## src/rtl/ntt_pkg.sv

```systemverilog
// Shared constants and types for the modular inverter (NTT support logic).
package ntt_pkg;

    localparam int K    = 12;
    localparam int Q    = 3329;
    localparam int MU   = 5039;           // floor(2^(2K) / Q)
    localparam int EXP  = Q - 2;          // Fermat exponent for the inverse
    localparam int IDXW = $clog2(K);

    localparam logic [K-1:0] EXP_BITS = K'(EXP);

    typedef logic [K-1:0] coeff_t;

    typedef enum logic [1:0] {
        IDLE,
        SQUARE,
        MULT,
        DONE
    } inv_state_e;

endpackage

```

## src/rtl/mod_mult.sv

```systemverilog
// Combinational modular multiply: x*y mod Q via Barrett reduction.
module mod_mult #(
    parameter int Q  = 3329,
    parameter int K  = 12,
    parameter int MU = 5039
) (
    input  logic [K-1:0] i_x,
    input  logic [K-1:0] i_y,
    output logic [K-1:0] o_z
);

    logic [2*K-1:0] w_p;
    logic [K:0]     w_q1;
    logic [2*K+1:0] w_q1mu;
    logic [K:0]     w_q2;
    logic [K+1:0]   w_r;
    logic [K+1:0]   w_r1;
    logic [K+1:0]   w_r2;

    assign w_p    = (2*K)'(i_x) * (2*K)'(i_y);
    assign w_q1   = w_p[2*K-1:K-1];
    assign w_q1mu = (2*K+2)'(w_q1) * (2*K+2)'(MU);
    assign w_q2   = (K+1)'(w_q1mu >> (K+1));

    // The true remainder is below 3Q, so K+2 bits of the difference are exact.
    assign w_r  = (K+2)'(w_p) - (K+2)'(w_q2) * (K+2)'(Q);
    assign w_r1 = (w_r  >= (K+2)'(Q)) ? w_r  - (K+2)'(Q) : w_r;
    // Barrett's estimate can undershoot by two for rare operand pairs near the
    // top of the range; a second guard keeps the output strictly below Q.
    assign w_r2 = (w_r1 >= (K+2)'(Q)) ? w_r1 - (K+2)'(Q) : w_r1;
    assign o_z  = K'(w_r2);

endmodule

```

## src/rtl/mod_inverse.sv

```systemverilog
// Modular inverter: result = a^(Q-2) mod Q, fixed square-and-multiply schedule.
//
// state  | meaning
// IDLE   | waiting for start (ignored while done is still high)
// SQUARE | acc <= acc*acc mod Q
// MULT   | acc <= acc*base mod Q when exponent bit set; step bit index
// DONE   | latch acc into result; done pulses on the following cycle
module mod_inverse
    import ntt_pkg::*;
(
    input  logic         clk,
    input  logic         rst,
    input  logic         start,
    input  logic [K-1:0] a,
    output logic         busy,
    output logic         done,
    output logic [K-1:0] result
);

    inv_state_e        r_state;
    inv_state_e        w_state_next;
    logic [K-1:0]      r_acc;
    logic [K-1:0]      r_base;
    logic [IDXW-1:0]   r_idx;
    logic              r_busy;
    logic              r_done;
    logic [K-1:0]      r_result;

    logic              w_accept;
    logic [K-1:0]      w_base_in;
    logic [K-1:0]      w_mm_b;
    logic [K-1:0]      w_mm;

    // Operand is below 2Q, so one conditional subtract fully reduces it.
    assign w_base_in = (a >= K'(Q)) ? a - K'(Q) : a;
    assign w_mm_b    = (r_state == MULT) ? r_base : r_acc;

    mod_mult #(
        .Q  (Q),
        .K  (K),
        .MU (MU)
    ) u_mod_mult (
        .i_x (r_acc),
        .i_y (w_mm_b),
        .o_z (w_mm)
    );

    // State register.
    always_ff @(posedge clk) begin
        if (rst) begin
            r_state <= IDLE;
        end else begin
            r_state <= w_state_next;
        end
    end

    // Next-state decode; a start is refused while the done pulse is showing.
    always_comb begin
        w_state_next = r_state;
        w_accept     = 1'b0;
        case (r_state)
            IDLE: begin
                if (start && !r_done) begin
                    w_accept     = 1'b1;
                    w_state_next = SQUARE;
                end
            end
            SQUARE:  w_state_next = MULT;
            MULT:    w_state_next = (r_idx == '0) ? DONE : SQUARE;
            DONE:    w_state_next = IDLE;
            default: w_state_next = IDLE;
        endcase
    end

    // Datapath and registered status outputs.
    always_ff @(posedge clk) begin
        if (rst) begin
            r_acc    <= '0;
            r_base   <= '0;
            r_idx    <= '0;
            r_busy   <= 1'b0;
            r_done   <= 1'b0;
            r_result <= '0;
        end else begin
            r_busy <= (r_state == SQUARE) || (r_state == MULT);
            r_done <= (r_state == DONE);
            case (r_state)
                IDLE: begin
                    if (w_accept) begin
                        r_base <= w_base_in;
                        r_acc  <= K'(1);
                        r_idx  <= IDXW'(K - 1);
                    end
                end
                SQUARE: r_acc <= w_mm;
                MULT: begin
                    // The cycle is spent regardless of the bit value.
                    if (EXP_BITS[r_idx]) begin
                        r_acc <= w_mm;
                    end
                    if (r_idx != '0) begin
                        r_idx <= r_idx - IDXW'(1);
                    end
                end
                DONE:    r_result <= r_acc;
                default: ;
            endcase
        end
    end

    assign busy   = r_busy;
    assign done   = r_done;
    assign result = r_result;

endmodule

```

## config.mk

```make
export PLATFORM = sky130hd
export DESIGN_NAME = mod_inverse
export DESIGN_NICKNAME = d
export VERILOG_FILES = /design/src/rtl/ntt_pkg.sv /design/src/rtl/mod_mult.sv /design/src/rtl/mod_inverse.sv
export SDC_FILE = /design/constraint.sdc
export NUM_CORES = 1
export LEC_CHECK = 0
export CAP_MARGIN = 20
export CORE_MARGIN = 2
export CORE_UTILIZATION = 60
export DETAILED_ROUTE_END_ITERATION = 7
export DONT_BUFFER_PORTS = 1
export PLACE_DENSITY = 0.87
export SETUP_SLACK_MARGIN = 0.5
export SLEW_MARGIN = 20
export SYNTH_ARGS = -nofsm -noshare
export SYNTH_HDL_FRONTEND = slang
export SYNTH_SLANG_ARGS = --single-unit
```

## constraint.sdc

```tcl
create_clock -name clk -period 51.5 [get_ports clk]
set_input_delay 10.3 -clock clk [delete_from_list [all_inputs] [get_ports clk]]
set_output_delay 10.3 -clock clk [all_outputs]
set_load 0.03 [all_outputs]
```

==> results.json <==
{
  "crit_start": "r_state[0]$_SDFFE_PP0P_",
  "drc_errors": 0,
  "drive_gt1_share_pct": 3.489,
  "cp.required_ns": 51.68,
  "crit_path_frequent_cell": "fa_1",
  "synth_edf_count": 0,
  "ys_types": 75,
  "drv_cap": 0,
  "dp_hpwl_um": 22520,
  "finalCritPeriodShare_pct": 35.87,
  "die_width_um": 144.9,
  "drt_iter0_markers": 665,
  "grt_max_degree": 35,
  "cts_tree": "yes",
  "initial_core_util_pct": 61.22,
  "worstPathArrival_ns": 18.66,
  "path_clk_slew_ns": 0.06,
  "reg2reg_from": "r_state[0]$_SDFFE_PP0P_",
  "slew_viol_final": 0,
  "routed_wl_um": 27130,
  "cts-buffers-inserted": 5,
  "diodes": 0,
  "regArea_um2": 900.9,
  "post_cts_buffers": 0,
  "worst_pin_slew_ns": 1.099,
  "critPathMaxFanout": 20,
  "core-area_um2": 19460,
  "hold_class": "register to register",
  "die_area_um2": 21000,
  "vias": 9422,
  "grt_pass1_vias": 9950,
  "rsz0062_at_grt": "no",
  "grt_first_pass_wirelength_um": 46600,
  "multi_input_area_um2": 9881,
  "cts_hold_buf": 0,
  "cts.repair.resized": 0,
  "track_usage_pct": 26.55,
  "rr_worst_depth": 68,
  "port-buffer-count": 0,
  "boundaryPins": 29,
  "status": "finished, final reports clean",
  "vias_per_cell": 5.845,
  "antenna_found_initial": 0,
  "reg2reg_to": "r_acc[8]$_SDFFE_PP0P_",
  "gp_congestion": 0.8983,
  "async_reset_ff_share_pct": 0,
  "synth_cells": 1378,
  "syn_area_per_cell_um2": 8.646,
  "setup-tns-final_ns": 0,
  "holdWs_ns": 0.4707,
  "hold_viol_final": 0,
  "max_stage_delay_ns": 0.70,
  "ctsHtreeMaxLevel": 2,
  "syn_area_um2": 11910,
  "critPathKind": "register to register",
  "cts_root_buf": "clkbuf_16",
  "grt-ovfl-total": 0,
  "period_needed_ns": 18.47,
  "relSlewSlack_pct": 26.23,
  "crit_path_end": "r_acc[8]$_SDFFE_PP0P_",
  "n_fill_cell": 1513,
  "ant_nets": 0,
  "routedWlPerCell_um": 16.83,
  "final_nets": 1718,
  "drt_first_pass_iters": 5,
  "fin_cells": 1612,
  "rows": 51,
  "cts_sinks": 45,
  "ys.flop_type": "dfxtp_1",
  "synth_nets": 1750,
  "max_freq_ghz": 0.05413,
  "ys_ff_latch": 45,
  "dp.cells": 1604,
  "r2r_slack_ns": 33.03,
  "area.growth.synth_to_final_pct": 2.899,
  "cts.path.max_buffers": 2,
  "setup_viol": 0,
  "crit_path_end_kind": "register",
  "die-height_um": 144.9,
  "worstSkewPairLatency_ns": 0.29,
  "slowest_stage": "ha_1",
  "startpoint_type": "register",
  "ys_seq_area_share_pct": 7.561,
  "finClkSkew_ns": 0.006577,
  "yosys_warnings": 0
}
cell usage in the layout, fill, tap and decap left out, types with 4 or more instances in the layout:
cell type / Yosys / routed
and3_1: 5 / 5
mux2_2: 13 / 13
or4_1: 7 / 7
nor2b_1: 12 / 12
buf_4: 0 / 5
mux2i_1: 16 / 16
a21oi_1: 43 / 43
fa_1: 158 / 158
or3_1: 8 / 8
xnor2_1: 64 / 64
nor3_1: 16 / 16
xor2_1: 31 / 31
a211oi_1: 8 / 8
dfxtp_1: 45 / 45
a311oi_1: 4 / 4
o21ai_0: 33 / 33
clkbuf_16: 0 / 5
a221o_1: 4 / 4
o21bai_1: 7 / 7
nor4_1: 4 / 4
a21o_1: 13 / 13
o211ai_1: 12 / 12
nand2_1: 141 / 141
o21a_1: 10 / 10
nor2_1: 88 / 87
nand2b_1: 9 / 9
inv_1: 253 / 253
and2_1: 49 / 49
ha_1: 199 / 199
nand3_1: 9 / 9
how the worst min path moves through the flow:
stage / start / endpoint / cells past startpoint
6_report: r_base[1]$_SDFFE_PP0P_ / r_base[1]$_SDFFE_PP0P_ / 2
2_1_floorplan: r_base[1]$_SDFFE_PP0P_ / r_base[1]$_SDFFE_PP0P_ / 2
5_1_grt: r_base[1]$_SDFFE_PP0P_ / r_base[1]$_SDFFE_PP0P_ / 2
4_1_cts: r_base[1]$_SDFFE_PP0P_ / r_base[1]$_SDFFE_PP0P_ / 2
3_5_place_dp: r_base[1]$_SDFFE_PP0P_ / r_base[1]$_SDFFE_PP0P_ / 2
3_3_place_gp: r_base[1]$_SDFFE_PP0P_ / r_base[1]$_SDFFE_PP0P_ / 2
cell type report:
cell class,instances,area share [%]
Clock inverter,2,0.1327
Sequential cell,45,7.348
Tap cell,265,2.705
Inverter,254,7.777
Timing Repair Buffer,5,0.3062
Clock buffer,6,1.133
Multi-Input combinational cell,1035,80.60
state kept, by name, indices dropped and copies added (netlist names), named ones only:
register,flops
result,12
busy,1
r_base,12
r_acc,12
done,1
r_state,2
r_idx,4
logic make-up (layout without fill, tap and decap cells):
logic type                 count (synthesis)  in the layout  share of synthesized area (%)
DFF                                       45             45                          7.561
AOI/OAI and AO/OA                        186            186                          11.03
buffers and inverters                    298            267                          9.525
adders and majority gates                357            357                          47.45
muxes                                     29             29                          2.573
and+or+nand+nor                          366            366                          14.50
xor gates and xnor gates                  97             97                          7.362
cell usage after synthesis, types with 3 or more instances:
library cell  instances  area [um2]
a211oi_1              8       60.06
a21boi_0              3       22.52
a21o_1               13       97.59
a21oi_1              43       215.2
a221o_1               4       40.04
a311oi_1              4       35.03
a31oi_1               3       18.77
and2_1               49       306.5
and2_4                3       26.28
and3_1                5       31.28
clkbuf_1             40       150.1
dfxtp_1              45       900.9
fa_1                158        3163
ha_1                199        2490
inv_1               253       949.7
mux2_2               13       146.4
mux2i_1              16       160.2
nand2_1             141       529.3
nand2b_1              9       56.30
nand3_1               9       45.04
nand4_1               3       18.77
nor2_1               88       330.3
nor2b_1              12       75.07
nor3_1               16       80.08
nor4_1                4       25.02
o211ai_1             12       90.09
o21a_1               10       75.07
o21ai_0              33       165.2
o21bai_1              7       52.55
o311ai_0              3       26.28
o31ai_1               3       22.52
o41ai_1               3       26.28
or3_1                 8       50.05
or4_1                 7       52.55
xnor2_1              64       560.5
xor2_1               31       271.5
routing by layer:
metal	vias to the layer above	global-route usage [%]	wire length (um)
met1	4558	34.26	11200
met4	0	9.059	922
li1	4393	-	-
met5	-	0	0
met3	84	3.962	1828
met2	387	45.69	13180
stage by stage:
step	instance area, um2	setup WS, ns	util (%)
2_1_floorplan	11910	34.95	-
4_1_cts	12260	33.23	62.98
3_3_place_gp	12100	34.01	62.18
3_5_place_dp	12100	33.30	62.18
5_1_grt	12260	31.67	62.99
6_report	12260	33.03	62.99
worst max-delay path: cells and delay by family, from the launching register on:
family	cells	cell delay [ns]
xor gates and xnor gates	5	1.49
adders and majority gates	18	7.86
AOI/OAI and AO/OA	19	4.10
DFF	1	0.34
muxes	1	0.43
buffers and inverters	10	0.64
and+or+nand+nor	15	3.47
Power is not shown: default switching activity piles up to over one toggle a cycle in this logic, so the estimate is an artifact.
